--- config.mk ---
export PLATFORM = sky130hd
export DESIGN_NAME = axis_frame_tagger_flat
export DESIGN_NICKNAME = d
export VERILOG_FILES = /design/src/rtl/axis_frame_tagger_if.sv /design/src/rtl/axis_frame_tagger.sv /design/src/flat_wrapper.sv
export SDC_FILE = /design/constraint.sdc
export NUM_CORES = 1
export LEC_CHECK = 0
export BUFFER_PORTS_ARGS = -buffer_cell sky130_fd_sc_hd__buf_2
export CAP_MARGIN = 20
export CORE_AREA = 3 3 142 144
export DETAILED_ROUTE_END_ITERATION = 10
export DIE_AREA = 0 0 145 147
export GPL_ROUTABILITY_DRIVEN = 0
export HOLD_SLACK_MARGIN = 0.1
export MAX_ROUTING_LAYER = met4
export PLACE_DENSITY = 0.8
export SYNTH_ARGS = -nofsm -noshare
export SYNTH_HDL_FRONTEND = slang
export SYNTH_SLANG_ARGS = --single-unit
--- constraint.sdc ---
create_clock -name i_axi_clk -period 3.1 [get_ports i_axi_clk]
set_input_delay 0.155 -clock i_axi_clk [delete_from_list [all_inputs] [get_ports i_axi_clk]]
set_output_delay 0.155 -clock i_axi_clk [all_outputs]
set_load 0.02 [all_outputs]
--- src/rtl/axis_frame_tagger_if.sv ---
// AXI4-Stream bundle shared by the upstream (camera) and downstream (DMA) sides of axis_frame_tagger.
// The slave modport omits tlast/tuser because the camera source never drives them.
interface axis_frame_tagger_if #(
    parameter int P_AXIS_DATA_WIDTH = 64
) ();
    logic                         tvalid;
    logic                         tready;
    logic [P_AXIS_DATA_WIDTH-1:0] tdata;
    logic                         tlast;
    logic                         tuser;

    modport master (output tvalid, output tdata, output tlast, output tuser, input tready);
    modport slave  (input tvalid, input tdata, output tready);
endinterface

--- src/rtl/axis_frame_tagger.sv ---
// Tags a raw camera pixel stream with start-of-frame (tuser) and end-of-frame/line (tlast) markers.
// Define AXIS_FRAME_TAGGER_EOL_EN to also mark the last beat of every line with tlast.
module axis_frame_tagger #(
    parameter int P_AXIS_DATA_WIDTH = 64,
    parameter int P_CNT_WIDTH       = 16
) (
    input  logic                   i_axi_clk,
    input  logic                   i_axi_rstn,
    axis_frame_tagger_if.slave     s_axis,
    axis_frame_tagger_if.master    m_axis,
    input  logic                   i_enable,
    input  logic [P_CNT_WIDTH-1:0] i_line_beats_m1,
    input  logic [P_CNT_WIDTH-1:0] i_frame_lines_m1,
    output logic [31:0]            o_frame_cnt,
    output logic                   o_busy
);

    typedef enum logic {
        IDLE = 1'b0,
        RUN  = 1'b1
    } state_t;

    state_t state, state_nxt;

    logic [P_CNT_WIDTH-1:0]       beat_cnt;
    logic [P_CNT_WIDTH-1:0]       line_cnt;
    logic [P_CNT_WIDTH-1:0]       line_beats_m1;
    logic [P_CNT_WIDTH-1:0]       frame_lines_m1;
    logic [31:0]                  frame_cnt;

    logic                         in_ready;
    logic                         out_valid;
    logic                         out_last;
    logic                         out_user;
    logic [P_AXIS_DATA_WIDTH-1:0] out_data;
    logic                         skid_valid;
    logic                         skid_last;
    logic                         skid_user;
    logic [P_AXIS_DATA_WIDTH-1:0] skid_data;

    logic in_fire;
    logic run_fire;
    logic line_end;
    logic frame_end;
    logic tag_last;
    logic tag_user;
    logic start_run;
    logic out_ready;
    logic skid_valid_nxt;

    assign in_fire   = s_axis.tvalid && in_ready;
    assign run_fire  = in_fire && (state == RUN);
    assign line_end  = (beat_cnt == line_beats_m1);
    assign frame_end = line_end && (line_cnt == frame_lines_m1);
    assign tag_user  = (beat_cnt == '0) && (line_cnt == '0);
    assign start_run = (state == IDLE) && i_enable;
    assign out_ready = !out_valid || m_axis.tready;

`ifdef AXIS_FRAME_TAGGER_EOL_EN
    assign tag_last = line_end;
`else
    assign tag_last = frame_end;
`endif

    always_ff @(posedge i_axi_clk or negedge i_axi_rstn) begin
        if (!i_axi_rstn) begin
            state <= IDLE;
        end else begin
            state <= state_nxt;
        end
    end

    // A capture stop only takes effect once the frame in progress has fully entered.
    always_comb begin
        state_nxt = state;
        case (state)
            IDLE:    if (i_enable) state_nxt = RUN;
            RUN:     if (run_fire && frame_end && !i_enable) state_nxt = IDLE;
            default: state_nxt = IDLE;
        endcase
    end

    // Geometry is re-latched only at frame boundaries so mid-frame edits wait for the next frame.
    always_ff @(posedge i_axi_clk or negedge i_axi_rstn) begin
        if (!i_axi_rstn) begin
            beat_cnt       <= '0;
            line_cnt       <= '0;
            line_beats_m1  <= '0;
            frame_lines_m1 <= '0;
            frame_cnt      <= '0;
        end else if (start_run) begin
            beat_cnt       <= '0;
            line_cnt       <= '0;
            line_beats_m1  <= i_line_beats_m1;
            frame_lines_m1 <= i_frame_lines_m1;
        end else if (run_fire) begin
            if (line_end) begin
                beat_cnt <= '0;
                if (frame_end) begin
                    line_cnt       <= '0;
                    line_beats_m1  <= i_line_beats_m1;
                    frame_lines_m1 <= i_frame_lines_m1;
                    frame_cnt      <= frame_cnt + 32'd1;
                end else begin
                    line_cnt <= line_cnt + 1'b1;
                end
            end else begin
                beat_cnt <= beat_cnt + 1'b1;
            end
        end
    end

    always_comb begin
        skid_valid_nxt = skid_valid;
        if (out_ready) begin
            skid_valid_nxt = 1'b0;
        end else if (run_fire) begin
            skid_valid_nxt = 1'b1;
        end
    end

    // While RUN and ready, the skid entry is known empty, so a new beat never collides with a skid drain.
    always_ff @(posedge i_axi_clk or negedge i_axi_rstn) begin
        if (!i_axi_rstn) begin
            out_valid  <= 1'b0;
            out_last   <= 1'b0;
            out_user   <= 1'b0;
            out_data   <= '0;
            skid_valid <= 1'b0;
            skid_last  <= 1'b0;
            skid_user  <= 1'b0;
            skid_data  <= '0;
            in_ready   <= 1'b0;
        end else begin
            if (out_ready) begin
                if (skid_valid) begin
                    out_data <= skid_data;
                    out_last <= skid_last;
                    out_user <= skid_user;
                end else if (run_fire) begin
                    out_data <= s_axis.tdata;
                    out_last <= tag_last;
                    out_user <= tag_user;
                end
                out_valid <= skid_valid || run_fire;
            end else if (run_fire) begin
                skid_data <= s_axis.tdata;
                skid_last <= tag_last;
                skid_user <= tag_user;
            end
            skid_valid <= skid_valid_nxt;
            in_ready   <= (state_nxt == IDLE) || !skid_valid_nxt;
        end
    end

    assign s_axis.tready = in_ready;
    assign m_axis.tvalid = out_valid;
    assign m_axis.tdata  = out_data;
    assign m_axis.tlast  = out_last;
    assign m_axis.tuser  = out_user;
    assign o_frame_cnt   = frame_cnt;
    assign o_busy        = (state == RUN);

endmodule
--- src/flat_wrapper.sv ---
// flat-port wrapper written by rule: the top's interface ports become plain ports
module axis_frame_tagger_flat 
#(
    parameter int P_AXIS_DATA_WIDTH = 64,
    parameter int P_CNT_WIDTH       = 16
)
  (i_axi_clk, i_axi_rstn, i_enable, i_line_beats_m1, i_frame_lines_m1, o_frame_cnt, o_busy, s_axis_tvalid, s_axis_tdata, s_axis_tready, m_axis_tvalid, m_axis_tdata, m_axis_tlast, m_axis_tuser, m_axis_tready);
  axis_frame_tagger_if #(.P_AXIS_DATA_WIDTH(P_AXIS_DATA_WIDTH)) s_axis_i ();
  axis_frame_tagger_if #(.P_AXIS_DATA_WIDTH(P_AXIS_DATA_WIDTH)) m_axis_i ();
  input  logic i_axi_clk;
  input  logic i_axi_rstn;
  input  logic i_enable;
  input  logic [P_CNT_WIDTH-1:0] i_line_beats_m1;
  input  logic [P_CNT_WIDTH-1:0] i_frame_lines_m1;
  output logic [31:0] o_frame_cnt;
  output logic o_busy;
  input wire logic [$bits(s_axis_i.tvalid)-1:0] s_axis_tvalid;
  input wire logic [$bits(s_axis_i.tdata)-1:0] s_axis_tdata;
  output wire logic [$bits(s_axis_i.tready)-1:0] s_axis_tready;
  output wire logic [$bits(m_axis_i.tvalid)-1:0] m_axis_tvalid;
  output wire logic [$bits(m_axis_i.tdata)-1:0] m_axis_tdata;
  output wire logic [$bits(m_axis_i.tlast)-1:0] m_axis_tlast;
  output wire logic [$bits(m_axis_i.tuser)-1:0] m_axis_tuser;
  input wire logic [$bits(m_axis_i.tready)-1:0] m_axis_tready;
  assign s_axis_i.tvalid = s_axis_tvalid;
  assign s_axis_i.tdata = s_axis_tdata;
  assign s_axis_tready = s_axis_i.tready;
  assign m_axis_tvalid = m_axis_i.tvalid;
  assign m_axis_tdata = m_axis_i.tdata;
  assign m_axis_tlast = m_axis_i.tlast;
  assign m_axis_tuser = m_axis_i.tuser;
  assign m_axis_i.tready = m_axis_tready;
  axis_frame_tagger #(.P_AXIS_DATA_WIDTH(P_AXIS_DATA_WIDTH), .P_CNT_WIDTH(P_CNT_WIDTH)) u_core (.i_axi_clk(i_axi_clk), .i_axi_rstn(i_axi_rstn), .s_axis(s_axis_i), .m_axis(m_axis_i), .i_enable(i_enable), .i_line_beats_m1(i_line_beats_m1), .i_frame_lines_m1(i_frame_lines_m1), .o_frame_cnt(o_frame_cnt), .o_busy(o_busy));
endmodule
# Word level (Yosys, flattened, before mapping)
# Cells that the tools add are included.
dict set report word_totals {
  ff_bits 232
  inputBits 101
}
dict set report op_classes {
  n_addsub 3
  eq_ne 2
  muxes 26
  bitwise 4
  reduce_logical 24
}
# cell n
set op_table {}
lappend op_table {{two-way mux 16 bit} 15}
lappend op_table {{two-way mux 64 bit} 2}
lappend op_table {{adder 16 x 1 -> 16 bit (second input constant)} 2}
lappend op_table {{adder 32 x 1 -> 32 bit (second input constant)} 1}
lappend op_table {{equality test 16 bit} 2}
lappend op_table {{logical NOT 16 bit} 2}
lappend op_table {{two-way mux 1 bit} 8}
lappend op_table {{nonzero test 2 bit} 4}
lappend op_table {{logical AND 1 bit} 7}
lappend op_table {{AND reduction 2 bit} 3}
lappend op_table {{inverter 1 bit} 4}
lappend op_table {{AND reduction 4 bit} 1}
lappend op_table {{logical NOT 1 bit} 3}
lappend op_table {{logical OR 1 bit} 3}
lappend op_table {{AND reduction 3 bit} 1}
lappend op_table {{case mux 1 bit (2 select lines)} 1}

# Logic depth before layout (Yosys ltp)
dict set report depth {
  word_depth 8
  ltp_mapped 10
  mapped_depth_nobuf 7
}

# Worst setup path before layout
# Ideal clock, no wire load.
dict set report synth_path {
  path_kind {register -> register}
  startpoint {register u_core.beat_cnt[7]}
  endpoint {register u_core.frame_lines_m1[10]}
  arrival_time_ns 2.327
  required_time_ns 2.975
  slack_ns 0.648
  path_stages_with_launch 10
  period_less_slack_ns 2.452
  cell_sequence {dfrtp_1 -> buf_6 -> xor2_1 -> nor4_1 -> nand4_1 -> or3_1 -> buf_6 -> o21ai_4 -> buf_8 -> mux2_4}
}
dict set report synth_via {
  elab_chain_len 4
}
# element line_no
set synth_rtl {}
lappend synth_rtl {{start: declaration} axis_frame_tagger.sv:25} ;# logic [P_CNT_WIDTH-1:0] beat_cnt;
lappend synth_rtl {{start signal: assignment} axis_frame_tagger.sv:108} ;# beat_cnt <= beat_cnt + 1'b1;
lappend synth_rtl {{equality test 16 bit (*)} axis_frame_tagger.sv:53} ;# assign line_end = (beat_cnt == line_beats_m1);
lappend synth_rtl {{logical AND 1 bit} axis_frame_tagger.sv:54} ;# assign frame_end = line_end && (line_cnt == frame_lines_m1);
lappend synth_rtl {{nonzero test 2 bit (no line)} --}
lappend synth_rtl {{AND reduction 3 bit (no line) (*)} --}
lappend synth_rtl {{end signal: assignment} axis_frame_tagger.sv:95} ;# frame_lines_m1 <= i_frame_lines_m1;
lappend synth_rtl {{end signal: assignment} axis_frame_tagger.sv:102} ;# frame_lines_m1 <= i_frame_lines_m1;
lappend synth_rtl {{end: declaration} axis_frame_tagger.sv:28} ;# logic [P_CNT_WIDTH-1:0] frame_lines_m1;
# Mark *: on every way between the ends. The rest lies on a longest branch, timed or not.
# A chain may end at the register's enable or synchronous reset.

# Worst setup path in the final report
dict set report layout_path {
  startpoint {register u_core.beat_cnt[11]}
  endpoint {register u_core.line_beats_m1[0]}
}
dict set report layout_via {
  elab_chain_len 4
}
# element line_no
set layout_rtl {}
lappend layout_rtl {{equality test 16 bit (*)} axis_frame_tagger.sv:53}
lappend layout_rtl {{logical AND 1 bit} axis_frame_tagger.sv:54}
lappend layout_rtl {{nonzero test 2 bit (no line)} --}
lappend layout_rtl {{AND reduction 3 bit (no line) (*)} --}
lappend layout_rtl {{end signal: assignment} axis_frame_tagger.sv:94} ;# line_beats_m1 <= i_line_beats_m1;
lappend layout_rtl {{end signal: assignment} axis_frame_tagger.sv:101} ;# line_beats_m1 <= i_line_beats_m1;
lappend layout_rtl {{end: declaration} axis_frame_tagger.sv:27} ;# logic [P_CNT_WIDTH-1:0] line_beats_m1;
# Marks and branches as above.

==> impl_metrics.ini <==
[timing]
timing.final.crit_share = 0.870
max_freq_mhz = 371
drv_slew = 0
min_period_ns = 2.70
slew_headroom = 0.469
setup_viol = 0
worstMarginPinSlew_ns = 0.794
rsz0062_at_grt = no
hold_viol_final = 0
finClkSkew_ns = 0.0102
setup-tns-final_ns = 0

[synth]
synth-edff-count = 0
ys_top_cells_by_area = dfrtp_1 (55%), mux2_2 (7.5%), mux2i_1 (6.0%)
syn_area_sq_mm = 0.0106
synth_simple_gate_area_frac = 0.121
synth_top_family_by_area = multiplexers
synth_top_area_share = 0.547
yosysTopAreaCell = dfrtp_1
synth_ff_type = dfrtp_1
synth-xor-area-share = 0.0652
synthAdderAreaFrac = 0.00589
syn_inst = 912
avgSynthCellArea_sq_um = 11.6
ys_ff_latch = 232
synth_compound_area_frac = 0.0575
synthArstFlopShare = 1.00
synth_nets = 1018
ys_seq_area_frac = 0.547
synth.distinct_cells = 41
yosys_warnings = 0
synthMuxAreaShare = 0.172

[final_layout]
antenna_cells = 0
fin_nets = 1303
fillerInstances = 1217
multi_input_area_sq_mm = 0.00449
drive_above_1_share = 0.295
layout.area.seq_sq_mm = 0.00581
syn_to_final_growth_pct = 29.0

[global_route]
grt_pass1_vias = 8526
antenna_found_initial = 0
grt_usage = 0.247
gr-usage-met1 = 0.304
grt_overflow = 0
grt_start_max_net_pins = 96
grtUsageMet3 = 0.0364
grt_util_met2 = 0.432
grt.busiest_layer = met2
grt_pass1_wl_um = 43100

[place]
place_hpwl_um = 15200
portBuffers = 201

[outcome]
status = finished clean

[critical_path]
critPathKind = flop to flop
reg2reg_from = u_core.beat_cnt[11]$_DFFE_PN0P_
worstPathArrival_ns = 3.09
critPathSlowestCell = dfrtp_1
critPathMaxStageDelay_ns = 0.46
worstPathMaxFanout = 45
end_kind = flop
crit_path_start_kind = flop
path_cells = xor2_1 -> nor4_1 -> nand4_1 -> or3_1 -> o21ai_4 -> buf_12 -> mux2_2
cp-startpoint = u_core.beat_cnt[11]$_DFFE_PN0P_
cp.required_ns = 3.49

[power]
clkPwrFrac = 0.346
p_switching_mw = 2.57
leakage_nw = 6.28
ir_drop_mv = 0.541
p_comb_frac = 0.207
power_frac_seq = 0.447
powerDensity_mw_per_mm2 = 653
p_int_mw = 6.37
total_power_mw = 8.94
switching_share = 0.288

[die]
die_height_um = 147
fp.coreArea_sq_mm = 0.0188
dieArea_sq_mm = 0.0213
chipWidth_um = 145
rows = 50
initial_utilization = 0.564
ios = 202

[clock_network]
cts.clk_slew.worst_paths_ns = 0.06
clockBufferDepth = 3
cts_sinks = 232
tritoncts = built
cts_root_buf = clkbuf_16
htree_levels = 1
worstSkewPairLatency_ns = 0.51
cts_buffers = 25

[routing]
drtAntennaViolNets = 0
firstDrtPassIters = 5
vias = 8144
first_iter_violations = 463
via_per_inst = 5.52
wl_per_cell_um = 17.4
drc = 0
drt-total-wl_um = 25600

[flow_run]
drv_cap = 0

[worst_hold_path]
hp-class = input pin to async pin
Yosys cell counts, types with 3 or more instances:
master and count:
dfrtp_1 232, nor2_1 101, a21oi_1 85, mux2_2 71, mux2i_1 64, xor2_1 54
clkbuf_1 35, nor4_1 29, mux2_4 26, nand2_1 26, nand3_1 25, xnor2_1 25
nand4_1 21, nor3_1 16, and3_1 12, o21ai_0 12, buf_1 10, or3_1 10
and4_1 7, inv_1 7, buf_6 6, ha_1 5, nor2b_1 3, o31ai_1 3
or2_2 3, or4_1 3
power by group through the flow:
stage | clock, mW | combinational (mW) | sequential [mW]
final | 3.09 | 1.85 | 4.00
after global routing | 3.27 | 2.02 | 4.07
after CTS | 3.14 | 1.84 | 3.98
after detailed placement | 0 | 1.74 | 4.02
after global placement | 0 | 1.69 | 4.00
after floorplan | 0 | 0.909 | 4.22
placed cells by master (no fill, tap or decap), drive strengths merged, types with 5 or more instances in the layout:
cell,netlist,layout
nand4,21,21
or3,10,10
a21oi,85,85
and4,7,7
clkbuf,35,39
ha,5,5
inv,7,7
mux2,97,97
mux2i,64,64
and3,12,12
o21ai,13,13
xor2,54,54
nor4,30,30
nand2,26,26
dfrtp,232,232
xnor2,25,25
buf,21,215
nor2,101,101
nand3,25,25
nor3,16,16
dlygate4sd3,0,99
critical path: cells and delay by family, from the launching register on:
| kind | cells | cell delay (ns) |
|---|---|---|
| XOR/XNOR | 1 | 0.17 |
| buffers and inverters | 1 | 0.29 |
| flip-flops | 1 | 0.46 |
| multiplexers | 1 | 0.38 |
| AND/OR/NAND/NOR | 3 | 1.07 |
| AO/OA/AOI/OAI | 1 | 0.17 |
worst paths after layout:
kind,endpoint,slack [ns],depth (start not counted)
worst max register to register,u_core.line_beats_m1[0]$_DFFE_PN0P_,0.40,7
max in group asynchronous,u_core.skid_data[12]$_DFFE_PN0P_,1.97,3
worst min-delay path,u_core.line_beats_m1[3]$_DFFE_PN0P_,0.27,2
min in group i_axi_clk,u_core.m_axis.tvalid$_DFFE_PN0P_,0.31,4
worst max-delay path,u_core.line_beats_m1[0]$_DFFE_PN0P_,0.40,7
worst min register to register,u_core.o_frame_cnt[31]$_DFFE_PN0P_,0.47,1
stage by stage:
step | worst slack [ns] | cell area (sq um) | util | cells | hold slack [ns]
after floorplan | 0.648 | 10600 | - | 912 | -0.141
after global placement | 0.557 | 11800 | 0.629 | 1331 | 0.237
after detailed placement | 0.499 | 11800 | 0.629 | 1331 | 0.234
after CTS | 0.481 | 13700 | 0.727 | 1475 | 0.262
after global routing | 0.234 | 13700 | 0.727 | 1475 | 0.313
final | 0.403 | 13700 | 0.727 | 1475 | 0.266
what timing repair did:
action | CTS | global route
setup endpoints to repair | 0 | 0
endpoints found under the hold margin | 257 | 0
hold buffers | 99 | 0
setup buffers | 0 | 0
gates resized for setup | 0 | 0
logic make-up after synthesis:
family / count (synthesis)
mux: 161
simple gates: 260
fa+ha+maj: 5
compound gates: 112
buf+inv: 63
xor+xnor: 79
flops: 232
state kept, by name, indices dropped and copies added, names as in the netlist:
register,flops
u_core.skid_last,1
u_core.o_frame_cnt,32
u_core.m_axis.tvalid,1
u_core.line_cnt,16
u_core.skid_valid,1
u_core.beat_cnt,16
u_core.skid_user,1
u_core.s_axis.tready,1
u_core.o_busy,1
u_core.line_beats_m1,16
u_core.frame_lines_m1,16
u_core.m_axis.tdata,64
u_core.m_axis.tuser,1
u_core.m_axis.tlast,1
u_core.skid_data,64
cell type report:
type / count / share of cell area
Clock inverter: 6 / 0.00768
Inverter: 7 / 0.00192
Tap cell: 260 / 0.0238
Sequential cell: 232 / 0.424
Multi-Input combinational cell: 617 / 0.328
Clock buffer: 39 / 0.0554
Timing Repair Buffer: 314 / 0.159
routing by layer:
| metal | wire [um] | share of wire | vias up |
|---|---|---|---|
| met5 | 0 | 0 | - |
| met4 | 664 | 0.026 | 0 |
| met3 | 1330 | 0.052 | 61 |
| met2 | 13100 | 0.51 | 262 |
| met1 | 10500 | 0.41 | 4031 |
| li1 | - | - | 3790 |
Note: power is estimated with default switching activity, not from simulation.
